--- src/rtl/nonrestoring_divider_pkg.sv ---
// Shared types for the sequential non-restoring divider: FSM state encoding.
package nonrestoring_divider_pkg;

  localparam int STATE_W = 2;

  typedef enum logic [STATE_W-1:0] {
    IDLE = 2'd0,
    CALC = 2'd1,
    FIX  = 2'd2,
    DONE = 2'd3
  } div_state_e;

endpackage

--- src/rtl/nonrestoring_divider_if.sv ---
// Start/done request bundle between a controller (master) and the divider (slave).
interface nonrestoring_divider_if #(
  parameter int WIDTH = 4
);
  import nonrestoring_divider_pkg::*;

  logic             start;
  logic [WIDTH-1:0] dividend;
  logic [WIDTH-1:0] divisor;
  logic             busy;
  logic             done;
  logic [WIDTH-1:0] quotient;
  logic [WIDTH-1:0] remainder;
  logic             div_by_zero;

  modport master (
    output start, dividend, divisor,
    input  busy, done, quotient, remainder, div_by_zero
  );

  modport slave (
    input  start, dividend, divisor,
    output busy, done, quotient, remainder, div_by_zero
  );

endinterface

--- src/rtl/div_addsub_stage.sv ---
// Combinational W-bit add/subtract: sum = a + b (sub=0) or a - b (sub=1), carry out dropped.
module div_addsub_stage #(
  parameter int W = 5
) (
  input  logic [W-1:0] a,
  input  logic [W-1:0] b,
  input  logic         sub,
  output logic [W-1:0] sum
);
  import nonrestoring_divider_pkg::*;

  assign sum = a + (b ^ {W{sub}}) + W'(sub);

endmodule

--- src/rtl/nonrestoring_divider.sv ---
// Unsigned non-restoring divider, one add/sub per cycle; done WIDTH+2 cycles after start, start ignored while busy.
// DIV_ZERO_FAST_EN: a zero divisor skips straight from IDLE to DONE with the all-ones quotient.
module nonrestoring_divider #(
  parameter int WIDTH = 4
) (
  input  logic                  clk,
  input  logic                  rst,
  nonrestoring_divider_if.slave div_if
);
  import nonrestoring_divider_pkg::*;

  localparam int RW    = WIDTH + 1;
  localparam int CNT_W = $clog2(WIDTH);

  div_state_e       state_q, state_d;
  logic [RW-1:0]    r_q, r_d;
  logic [WIDTH-1:0] q_q, q_d;
  logic [WIDTH-1:0] d_q, d_d;
  logic [CNT_W-1:0] cnt_q, cnt_d;
  logic [WIDTH-1:0] quotient_q, quotient_d;
  logic [WIDTH-1:0] remainder_q, remainder_d;
  logic             dbz_q, dbz_d;

  logic [RW-1:0]    as_a, as_b, as_sum;
  logic             as_sub;
  logic [RW-1:0]    r_shift;
  logic [RW-1:0]    r_fixed;
  logic             zero_shortcut;

`ifdef DIV_ZERO_FAST_EN
  assign zero_shortcut = (div_if.divisor == '0);
`else
  assign zero_shortcut = 1'b0;
`endif

  assign r_shift = {r_q[WIDTH-1:0], q_q[WIDTH-1]};

  div_addsub_stage #(.W(RW)) u_addsub (
    .a   (as_a),
    .b   (as_b),
    .sub (as_sub),
    .sum (as_sum)
  );

  always_ff @(posedge clk) begin
    if (rst) begin
      state_q <= IDLE;
    end else begin
      state_q <= state_d;
    end
  end

  always_comb begin
    state_d = state_q;
    case (state_q)
      IDLE:    if (div_if.start) state_d = zero_shortcut ? DONE : CALC;
      CALC:    if (cnt_q == '0) state_d = FIX;
      FIX:     state_d = DONE;
      DONE:    state_d = IDLE;
      default: state_d = IDLE;
    endcase
  end

  always_comb begin
    div_if.busy = (state_q != IDLE);
    div_if.done = (state_q == DONE);
  end

  // The shared stage subtracts while the partial remainder is non-negative, adds otherwise.
  always_comb begin
    r_d         = r_q;
    q_d         = q_q;
    d_d         = d_q;
    cnt_d       = cnt_q;
    quotient_d  = quotient_q;
    remainder_d = remainder_q;
    dbz_d       = dbz_q;
    as_a        = r_shift;
    as_b        = {1'b0, d_q};
    as_sub      = ~r_q[WIDTH];
    r_fixed     = r_q;
    case (state_q)
      IDLE: begin
        if (div_if.start) begin
          r_d   = '0;
          q_d   = div_if.dividend;
          d_d   = div_if.divisor;
          cnt_d = CNT_W'(WIDTH - 1);
          if (zero_shortcut) begin
            quotient_d  = '1;
            remainder_d = div_if.dividend;
            dbz_d       = 1'b1;
          end
        end
      end
      CALC: begin
        r_d   = as_sum;
        q_d   = {q_q[WIDTH-2:0], ~as_sum[WIDTH]};
        cnt_d = cnt_q - 1'b1;
      end
      FIX: begin
        as_a        = r_q;
        as_sub      = 1'b0;
        r_fixed     = r_q[WIDTH] ? as_sum : r_q;
        r_d         = r_fixed;
        quotient_d  = q_q;
        remainder_d = r_fixed[WIDTH-1:0];
        dbz_d       = (d_q == '0);
      end
      default: ;
    endcase
  end

  always_ff @(posedge clk) begin
    if (rst) begin
      r_q         <= '0;
      q_q         <= '0;
      d_q         <= '0;
      cnt_q       <= '0;
      quotient_q  <= '0;
      remainder_q <= '0;
      dbz_q       <= 1'b0;
    end else begin
      r_q         <= r_d;
      q_q         <= q_d;
      d_q         <= d_d;
      cnt_q       <= cnt_d;
      quotient_q  <= quotient_d;
      remainder_q <= remainder_d;
      dbz_q       <= dbz_d;
    end
  end

  assign div_if.quotient    = quotient_q;
  assign div_if.remainder   = remainder_q;
  assign div_if.div_by_zero = dbz_q;

endmodule

--- src/flat_wrapper.sv ---
// flat-port wrapper written by rule: the top's interface ports become plain ports
module nonrestoring_divider_flat import nonrestoring_divider_pkg::*;
#(
  parameter int WIDTH = 4
)
  (clk, rst, div_if_start, div_if_dividend, div_if_divisor, div_if_busy, div_if_done, div_if_quotient, div_if_remainder, div_if_div_by_zero);
  nonrestoring_divider_if #(.WIDTH(WIDTH)) div_if_i ();
  input  logic clk;
  input  logic rst;
  input wire logic [$bits(div_if_i.start)-1:0] div_if_start;
  input wire logic [$bits(div_if_i.dividend)-1:0] div_if_dividend;
  input wire logic [$bits(div_if_i.divisor)-1:0] div_if_divisor;
  output wire logic [$bits(div_if_i.busy)-1:0] div_if_busy;
  output wire logic [$bits(div_if_i.done)-1:0] div_if_done;
  output wire logic [$bits(div_if_i.quotient)-1:0] div_if_quotient;
  output wire logic [$bits(div_if_i.remainder)-1:0] div_if_remainder;
  output wire logic [$bits(div_if_i.div_by_zero)-1:0] div_if_div_by_zero;
  assign div_if_i.start = div_if_start;
  assign div_if_i.dividend = div_if_dividend;
  assign div_if_i.divisor = div_if_divisor;
  assign div_if_busy = div_if_i.busy;
  assign div_if_done = div_if_i.done;
  assign div_if_quotient = div_if_i.quotient;
  assign div_if_remainder = div_if_i.remainder;
  assign div_if_div_by_zero = div_if_i.div_by_zero;
  nonrestoring_divider #(.WIDTH(WIDTH)) u_core (.clk(clk), .rst(rst), .div_if(div_if_i));
endmodule
--- config.mk ---
export PLATFORM = sky130hd
export DESIGN_NAME = nonrestoring_divider_flat
export DESIGN_NICKNAME = d
export VERILOG_FILES = /design/src/rtl/nonrestoring_divider_pkg.sv /design/src/rtl/nonrestoring_divider_if.sv /design/src/rtl/div_addsub_stage.sv /design/src/rtl/nonrestoring_divider.sv /design/src/flat_wrapper.sv
export SDC_FILE = /design/constraint.sdc
export NUM_CORES = 1
export LEC_CHECK = 0
export ABC_AREA = 1
export BUFFER_PORTS_ARGS = -buffer_cell sky130_fd_sc_hd__buf_2
export CELL_PAD_IN_SITES_DETAIL_PLACEMENT = 0
export CELL_PAD_IN_SITES_GLOBAL_PLACEMENT = 2
export CORE_UTILIZATION = 31
export CTS_CLUSTER_SIZE = 24
export DETAILED_ROUTE_END_ITERATION = 10
export GPL_TIMING_DRIVEN = 0
export PLACE_DENSITY = 0.8
export SETUP_SLACK_MARGIN = 0.3
export SLEW_MARGIN = 20
export SYNTH_ARGS = -nofsm -noshare
export SYNTH_HDL_FRONTEND = slang
export SYNTH_SLANG_ARGS = --single-unit
export TNS_END_PERCENT = 20
--- constraint.sdc ---
create_clock -name clk -period 2.6 [get_ports clk]
set_input_delay 0.52 -clock clk [delete_from_list [all_inputs] [get_ports clk]]
set_output_delay 0.52 -clock clk [all_outputs]
set_load 0.02 [all_outputs]
# Word level (Yosys, flattened, before mapping)
# Index checks and enable logic that the tools add are counted.
[op_classes]
n_addsub = 3
eq_ne = 5
bitwise_logic = 3
mux = 12
n_reduce_logical = 10
[ops]
columns = ["cell", "n"]
rows = [
  ["$mux 5", 3],
  ["$pmux 5 s3", 1],
  ["$pmux 2 s4", 1],
  ["$pmux 4 s2", 1],
  ["$reduce_and 2->1", 4],
  ["$mux 2", 3],
  ["$add 5x1->5", 1],
  ["$add 5x5->5", 1],
  ["$xor 4x5->5", 1],
  ["$eq 2x2->1 const B", 2],
  ["$logic_not 2->1", 2],
  ["$logic_not 4->1", 1],
  ["$mux 4", 1],
  ["$pmux 2 s2", 1],
  ["$reduce_bool 2->1", 2],
  ["$reduce_bool 3->1", 1],
  ["$eq 2x1->1 const B", 1],
  ["$ne 2x1->1 const B", 1],
  ["$ne 2x2->1 const B", 1],
  ["$not 1->1", 2],
  ["$sub 2x1->2 const B", 1],
  ["$mux 1", 1],
]
[totals]
out_inout_bits = 11
ff_bits = 26
inputBits = 11

# Longest topological paths before layout
# Gate-level depths: netlist of run 1.
[depth]
depth_word = 7
ltp_mapped = 19
ltp_nobuf = 18

# Cells and area by module
# A second synthesis of run 1 with hierarchy kept.
[hier_totals]
cells_unflattened = 242
area_unflattened_um2 = 1606.5
[by_module_without_submodules]
columns = ["mod", "n_inst", "area_per_inst_um2", "seq_area_each_um2", "cells_each"]
rows = [
  ["nonrestoring_divider", 1, 1351.3, 520.5, 197],
  ["div_addsub_stage", 1, 255.2, 0.0, 45],
]

# Least setup slack after synthesis of run 1
# No wires, ideal clock.
[synth_path]
path_kind = "reg2reg"
startpoint = "register u_core.state_q[0]"
endpoint = "register u_core.r_q[4]"
path_stages_with_launch = 14
t_arrival_ns = 2.086
setup_slack_ns = 0.380
n_path_buf = 1
period_less_slack_ns = 2.220
cell_sequence = "dfxtp_1 > inv_1 > ha_1 > inv_2 > clkbuf_1 > o21ai_0 > ha_1 > nand2_1 > o21ai_0 > a21oi_1 > o21ai_0 > o21ai_0 > nand2_1 > a21oi_1"
[synth_via]
elab_chain_cells = 7
elab_cells_between_ends = 13
classes_between = "2 x add/sub; 3 x eq/ne; 4 x mux; 1 x bitwise; 3 x reduce/logical"
[synth_rtl]
columns = ["element", "line", "rtl"]
rows = [
  ["from (decl)", "nonrestoring_divider.sv:15", "div_state_e state_q, state_d;"],
  ["from (signal assigned)", "nonrestoring_divider.sv:49", "state_q <= state_d;"],
  ["$eq 2x2->1", "-", ""],
  ["$mux 1", "nonrestoring_divider.sv:82", "case (state_q)"],
  ["$xor 4x5->5", "div_addsub_stage.sv:12", "assign sum = a + (b ^ {W{sub}}) + W'(sub);"],
  ["$add 5x5->5", "div_addsub_stage.sv:12", ""],
  ["$add 5x1->5", "div_addsub_stage.sv:12", ""],
  ["$mux 5", "nonrestoring_divider.sv:104", "r_fixed = r_q[WIDTH] ? as_sum : r_q;"],
  ["$pmux 5 s3", "nonrestoring_divider.sv:82", ""],
  ["to (signal assigned)", "nonrestoring_divider.sv:124", "r_q <= r_d;"],
  ["to (decl)", "nonrestoring_divider.sv:16", "logic [RW-1:0] r_q, r_d;"],
]
# Parallel ways exist; a longest one is shown, timed or not.
# A chain may end at the register's enable or synchronous reset.

# Final worst setup path of run 1
[layout_path]
startpoint = "register u_core.state_q[0]"
endpoint = "register u_core.r_q[3]"
# Same word-level chain as after synthesis.

==> results.md, run 1 <==
* Sequential share of power at 0.277
* Die Y at 68.18 um
* VDD IR max at 0.0004019 V
* Post-Syn Instances at 186
* Yosys cell types at 26
* Required time worst endpoint at 2.80 ns
* Share of cells above drive strength 1 at 0.2719
* Adder-cell area share of the yosys netlist at 0.08848
* Slowest cell on the critical path: dfxtp_2
* IO Pins at 22
* Post-detail-place hpwl at 2.624 mm
* Post-Synth Simple-Gate Area at 0.1899
* IO buf count at 21
* XOR/XNOR share of the synthesized area at 0.03226
* # rows at 23
* Unrepaired setup endpoints after global routing: yes
* CTS tree: yes
* Final Power at 2163 uW
* Die area at 4648 um^2
* Initial antenna violation count at 0
* Gpl congestion at 0.8438
* First-pass GRT wire length at 5.547 mm
* # diodes at 0
* Clock root cell: clkbuf_8
* DRT Pass-1 Iters at 4
* Relative slew slack at 0.5982
* Compound-Gate Fraction of Synth Area at 0.2203
* Net Switching at 994.6 uW
* Antenna Nets Post-Route at 0
* Switching part of the total power at 0.4598
* Leakage power at 0.0007909 uW
* Pins Over Slew Limit at 0
* GRT Util Overall at 0.1666
* Max Fclk at 464.7 MHz
* Worst Setup End Kind: register
* Clk pwr share at 0.120
* DP Cell Count at 257
* Avg Cell Area, Syn at 7.299 um^2
* Status: complete, no violations
* Critical path, cell by cell: inv_4, ha_4, inv_6, nand2_8, xor2_1, ha_4, nand2_1, inv_1, nand3_2, nand2_2, nand2_2, nand3_1, nand2_1, nand2_2, nand2_1, nand2_1, a21oi_2
* Sink Count at 26
* Crit path arrival time at 2.36 ns
* Detailed Route Iter0 Violations at 45
* Inserted Clock Buffers at 3
* Worst skew pair latency at 0.26 ns
* H-tree Lvls at 1
* Mux contribution to synthesized area at 0
* Combinational Power Share at 0.603
* Core area at 4115 um^2
* Total number of vias at 1317
* Netlist Area Pre-Place at 1358 um^2
* Hold Path Class: in2reg
* Routed len/inst at 13.41 um
* Nets at 238
* DRC at 0
* Total gr overflow at 0
* Largest net degree at the start of global routing at 15
* Finished Core Util at 0.4269
* Setup violations, final at 0
* Synth Register Bits at 26
* Crit path buf inv count at 3
* Maximum root-to-sink buffer count at 2
* Starting density of the core at 0.3299
* Top cell by count, worst path: nand2_1
* Crit Path Class: reg2reg
* Critical Path Max Stage Delay at 0.37 ns
* Power per cell area at 1231 nW/um^2
* Final Hold Vio Count at 0
* Crit path max fanout at 5
* Drt total wl at 3.580 mm
* Vias in the first global route at 1179
* Die Wd at 68.18 um
* Area grow syn2layout at 29.40%
* Finished Layout Cells at 267
* Crit path max-delay family: simple AND/OR/NAND/NOR gates
* Synth Net Count at 206
* Sequential share of the synthesized area at 0.3834
* Tmin final at 2.152 ns
* Vias per Instance at 4.933
* Main combinational cell family by area after synthesis: compound AO/OA/AOI/OAI gates
* Max cap viols at 0
* Clock skew at 0.003366 ns
* Slew of the pin with the lowest slew margin at 0.5964 ns
* Clock slew at reported path FFs at 0.09 ns
* Final Cycle Share at 0.8276
* Hold buffer count at cts at 0
* Ys Warns at 0
* P_int at 1169 uW
* Critical Path Start Type: register
-- power groups by stage --
stage | Sequential (uW) | Clock [uW] | Combinational, uW
final | 600 | 259 | 1300
after global routing | 613 | 287 | 1460
after CTS | 591 | 271 | 1110
after detailed placement | 596 | 0 | 1040
after global placement | 589 | 0 | 1020
after floorplan | 621 | 0 | 729
-- cell usage after synthesis --
cell / instances / area, um^2
nor3_1: 1 / 5.000
buf_2: 2 / 10.01
buf_4: 1 / 7.510
nand2_1: 41 / 153.9
nand2_2: 1 / 6.260
o21ai_1: 2 / 10.01
nor2_1: 12 / 45.04
a311oi_1: 1 / 8.760
xor2_1: 5 / 43.79
a21oi_1: 19 / 95.09
inv_1: 20 / 75.07
dfxtp_1: 26 / 520.5
ha_1: 8 / 100.1
nand2_4: 1 / 11.26
nand3_1: 4 / 20.02
a21oi_2: 1 / 8.760
fa_1: 1 / 20.02
o21ai_0: 24 / 120.1
nand4_1: 1 / 6.260
a31oi_1: 5 / 31.28
nand3_2: 1 / 10.01
inv_2: 2 / 7.510
a211oi_1: 1 / 7.510
clkbuf_2: 1 / 5.000
a22o_1: 2 / 17.52
clkbuf_1: 3 / 11.26
-- flip-flops by register name, indices dropped and copies added, names as in the netlist --
name	count
u_core.d_q	4
u_core.div_if.quotient	4
u_core.div_if.div_by_zero	1
u_core.q_q	4
u_core.r_q	5
u_core.div_if.remainder	4
u_core.cnt_q	2
u_core.state_q	2
-- placed cells by master (no fill, tap or decap) --
| cell type | synthesis | routed |
|---|---|---|
| dfxtp_2 | 0 | 1 |
| a21oi_4 | 0 | 1 |
| inv_2 | 2 | 3 |
| a311oi_1 | 1 | 1 |
| nand4_1 | 1 | 1 |
| xor2_1 | 5 | 4 |
| nand2_8 | 0 | 1 |
| a31oi_1 | 5 | 5 |
| nor2_1 | 12 | 12 |
| nand3_2 | 1 | 2 |
| nand2_2 | 1 | 5 |
| nor3_1 | 1 | 1 |
| nand3_1 | 4 | 3 |
| fa_2 | 0 | 1 |
| buf_4 | 1 | 7 |
| a21oi_2 | 1 | 2 |
| a211oi_1 | 1 | 1 |
| buf_2 | 2 | 22 |
| dfxtp_1 | 26 | 25 |
| clkbuf_8 | 0 | 4 |
| o21ai_0 | 24 | 21 |
| o21ai_1 | 2 | 4 |
| o21ai_2 | 0 | 1 |
| xor2_4 | 0 | 1 |
| ha_4 | 0 | 3 |
| clkbuf_1 | 3 | 2 |
| nand2_1 | 41 | 37 |
| a22o_1 | 2 | 2 |
| ha_1 | 8 | 5 |
| buf_8 | 0 | 2 |
| inv_6 | 0 | 1 |
| inv_1 | 20 | 17 |
| a21oi_1 | 19 | 17 |
| clkbuf_2 | 1 | 1 |
| inv_4 | 0 | 1 |
-- worst paths after layout --
kind | startpoint | end | slack, ns | cells after the start
max | u_core.state_q[0]$_SDFFE_PP0P_ | u_core.r_q[3]$_SDFFE_PP0P_ | 0.45 | 17
min | rst | u_core.cnt_q[0]$_SDFFE_PP0P_ | 0.44 | 2
max reg2reg | u_core.state_q[0]$_SDFFE_PP0P_ | u_core.r_q[3]$_SDFFE_PP0P_ | 0.45 | 17
min reg2reg | u_core.div_if.remainder[3]$_SDFFE_PP0P_ | u_core.div_if.remainder[3]$_SDFFE_PP0P_ | 0.47 | 2
-- metal layers --
metal,share of wire,track usage,vias to the layer above,routed length [um]
li1,-,-,676,-
met1,0.47,0.2154,608,1672
met2,0.48,0.2880,31,1719
met3,0.045,0.02500,2,162
met4,0.0070,0.03906,0,25
met5,0,0,-,0
-- cells by family after synthesis --
logic type               after synthesis
AO/OA/AOI/OAI                         55
XOR/XNOR                               5
buffers and inverters                 29
flip-flops                            26
adder cells (fa/ha/maj)                9
AND/OR/NAND/NOR                       62
-- layout make-up --
cell class                      count  area, um^2
Fill cell                         415        2359
Multi-Input combinational cell    131       822.0
Sequential cell                    26       521.8
Timing Repair Buffer               27       150.1
Inverter                           22       90.09
Tap cell                           50       62.56
Clock buffer                        4       55.05
Buffer                              7       55.05
-- per-stage QoR --
stage               worst slack (ns)  hold slack [ns]  setup TNS [ns]  area [um^2]
global placement             -0.1937           0.4516         -0.2852         1525
finish                        0.4481           0.4373               0         1757
CTS                           0.3024           0.4299               0         1618
global route                  0.2914           0.4329               0         1757
detailed placement           -0.2390           0.4578         -0.4032         1525
floorplan                     0.3800           0.4500               0         1358
-- worst reg2reg max path, stage by stage (launching register included) --
cell	delay, ns
dfxtp_2	0.37
inv_4	0.05
ha_4	0.18
inv_6	0.10
nand2_8	0.08
xor2_1	0.27
ha_4	0.28
nand2_1	0.07
inv_1	0.05
nand3_2	0.09
nand2_2	0.05
nand2_2	0.07
nand3_1	0.06
nand2_1	0.08
nand2_2	0.05
nand2_1	0.05
nand2_1	0.06
a21oi_2	0.13
-- repair_timing --
item | 4_1_cts | 5_1_grt
hold endpoints to repair | 0 | 0
pin swaps | 0 | 5
gates resized for setup | 13 | 21
setup buffers | 0 | 6
endpoints found under the setup margin | 7 | 6
Power figures use the tool's default switching activity.
==> inputs of run 2 (changes only) <==
==> constraint.sdc (replaced) <==
create_clock -name clk -period 2.24 [get_ports clk]
set_input_delay 0.448 -clock clk [delete_from_list [all_inputs] [get_ports clk]]
set_output_delay 0.448 -clock clk [all_outputs]
set_load 0.02 [all_outputs]
==> run 2 against run 1 <==
Net effect:
- cell count up 0.37%
- total power rose by 32%
- sequential power is 16% higher
- worst setup slack got worse by 0.29 ns
- maximum frequency grew 3.5%
- clock-buffer cell count fell by 1
- sequential share of layout area down 2.1 points
- critical path depth decreased by 6
- first-iteration DRC count increased by 84%
- clock skew is 0.00095 ns lower
- critical path type unchanged
==> results.md, run 2 (same netlist as run 1, synthesis figures left out) <==
* Status: complete, no violations
* Required time worst endpoint at 2.45 ns (-0.35 ns)
* Hold Path Class: in2reg
* Most frequent cells in the layout: nand2_1, dfxtp_1, buf_2, o21ai_0
* Post-detail-place hpwl at 2.596 mm (-1.1%)
* Crit Path Class: reg2reg
* Vias per Instance at 5.026 (+1.9%)
* Die Y at 68.18 um (unchanged)
* Antenna Nets Post-Route at 0 (unchanged)
* Nets at 239 (+0.42%)
* Critical Path Start Type: register
* Critical Path Max Stage Delay at 0.45 ns (+0.08 ns)
* Hold_ws at 0.3621 ns (-0.07519 ns)
* Power per cell area at 1505 nW/um^2 (+22%)
* Max cap viols at 0 (unchanged)
* Most flops, register: u_core.r_q
* First-pass GRT wire length at 5.802 mm (+4.6%)
* Crit path max-delay family: adder cells
* CTS tree: yes
* Final Hold Vio Count at 0 (unchanged)
* DRC at 0 (unchanged)
* # rows at 23 (unchanged)
* Clk pwr share at 0.140 (+0.020)
* Crit path buf inv count at 2 (-1)
* Initial antenna violation count at 0 (unchanged)
* Tmin final at 2.080 ns (-0.07216 ns)
* VDD IR max at 0.0005004 V (+25%)
* P_int at 1555 uW (+33%)
* Relative slew slack at 0.5996 (+0.001340)
* Die area at 4648 um^2 (unchanged)
* Maximum root-to-sink buffer count at 2 (unchanged)
* Gpl congestion at 0.7377 (-13%)
* Worst skew pair latency at 0.28 ns (+0.02 ns)
* Die Wd at 68.18 um (unchanged)
* Clock root cell: clkbuf_8
* Sink Count at 26 (unchanged)
* Max Fclk at 480.8 MHz (+3.5%)
* TNS Setup at 0 ns (unchanged)
* GRT Util Overall at 0.1726 (+0.005986)
* Largest net degree at the start of global routing at 16 (+1)
* Slew of the pin with the lowest slew margin at 0.5944 ns (-0.001989 ns)
* Largest register FFs at 5 (unchanged)
* Setup violations, final at 0 (unchanged)
* Leakage power at 0.0008354 uW (+5.6%)
* Final Cycle Share at 0.9284 (+0.1008)
* Vias in the first global route at 1220 (+3.5%)
* Core area at 4115 um^2 (unchanged)
* Routed len/inst at 13.57 um (+1.2%)
* Combinational Power Share at 0.616 (+0.013)
* Most common cell after layout, fill and taps aside: nand2_1
* H-tree Lvls at 1 (unchanged)
* Share of cells above drive strength 1 at 0.3532 (+0.08132)
* Worst Setup End Kind: register
* Unrepaired setup endpoints after global routing: yes
* Clock slew at reported path FFs at 0.10 ns (about the same)
* IO buf count at 21 (unchanged)
* Crit path arrival time at 2.29 ns (-0.07 ns)
* Area of the multi-input gates at 924.6 um^2 (+12%)
* Fillers at 422 (+1.7%)
* Crit path max fanout at 5 (unchanged)
* Net Switching at 1296 uW (+30%)
* Pins Over Slew Limit at 0 (unchanged)
* Register area at 523.0 um^2 (+0.24%)
* Area grow syn2layout at 39.54%
* Total gr overflow at 0 (unchanged)
* Clock skew at 0.002418 ns (-0.0009482 ns)
* Detailed Route Iter0 Violations at 83 (+84%)
* # diodes at 0 (unchanged)
* Sequential share of power at 0.243 (-0.034)
* IO Pins at 22 (unchanged)
* Final Power at 2851 uW (+32%)
* DRT Pass-1 Iters at 4 (unchanged)
* Critical path, cell by cell: inv_2, ha_4, inv_8, nand2_8, xor2_4, fa_2, xor2_2, a22o_1, o21ai_0, nand2_1, a21oi_1
* Drt total wl at 3.638 mm (+1.6%)
* Inserted Clock Buffers at 3 (unchanged)
* Starting density of the core at 0.3299 (unchanged)
* Switching part of the total power at 0.4547 (-0.005106)
* Total number of vias at 1347 (+2.3%)
* Slowest cell on the critical path: fa_2
## run 2: power by group through the flow
stage	clock network (uW)	registers, uW	logic (uW)
2_1_floorplan	0	730	928
3_3_place_gp	0	692	1260
3_5_place_dp	0	697	1280
4_1_cts	410	693	1530
5_1_grt	429	710	1940
6_report	400	694	1760
## run 2: layout make-up
type | count | share of cell area
clock buffers | 3 | 0.02180
plain buffers | 7 | 0.03435
inverters | 22 | 0.04756
flip-flops and latches | 26 | 0.2761
clock inverters | 1 | 0.01585
multi-input cells | 131 | 0.4881
well taps | 50 | 0.03303
repair buffers | 28 | 0.08322
## run 2: final timing paths
check / start / cells past startpoint / endpoint / slack, ns
max: u_core.state_q[0]$_SDFFE_PP0P_ / 11 / u_core.r_q[2]$_SDFFE_PP0P_ / 0.16
min: rst / 2 / u_core.cnt_q[0]$_SDFFE_PP0P_ / 0.36
max reg2reg: u_core.state_q[0]$_SDFFE_PP0P_ / 11 / u_core.r_q[2]$_SDFFE_PP0P_ / 0.16
min reg2reg: u_core.div_if.remainder[1]$_SDFFE_PP0P_ / 2 / u_core.div_if.remainder[1]$_SDFFE_PP0P_ / 0.46
## run 2: what timing repair did
action                                  4_1_cts  5_1_grt
endpoints found under the setup margin        7        8
setup buffers                                 6        1
gates resized for setup                      23       17
pin swaps                                    14       10
hold buffers                                  0        0
## run 2: metal layers
layer | routed length (um) | part of all wire | global-route usage | up-vias
li1 | - | - | - | 675
met1 | 1665 | 0.46 | 0.2156 | 636
met2 | 1814 | 0.50 | 0.2966 | 31
met3 | 124 | 0.034 | 0.03667 | 5
met4 | 33 | 0.0091 | 0.04688 | 0
met5 | 0 | 0 | 0 | -
## run 2: per-stage QoR
step	utilization	instances	setup slack, ns	area, um^2
final	0.4603	268	0.1603	1894
after global routing	0.4603	268	0.04858	1894
after CTS	0.4409	267	0.1513	1814
after detailed placement	0.3843	257	-0.01270	1582
after global placement	0.3843	257	0.03335	1582
after floorplan	-	186	0.3077	1414
## run 2: worst reg2reg max path, stage by stage (launching register included)
cell and delay [ns]:
dfxtp_2 0.34, inv_2 0.05, ha_4 0.19, inv_8 0.09
nand2_8 0.09, xor2_4 0.18, fa_2 0.45, xor2_2 0.17
a22o_1 0.19, o21ai_0 0.07, nand2_1 0.07, a21oi_1 0.13
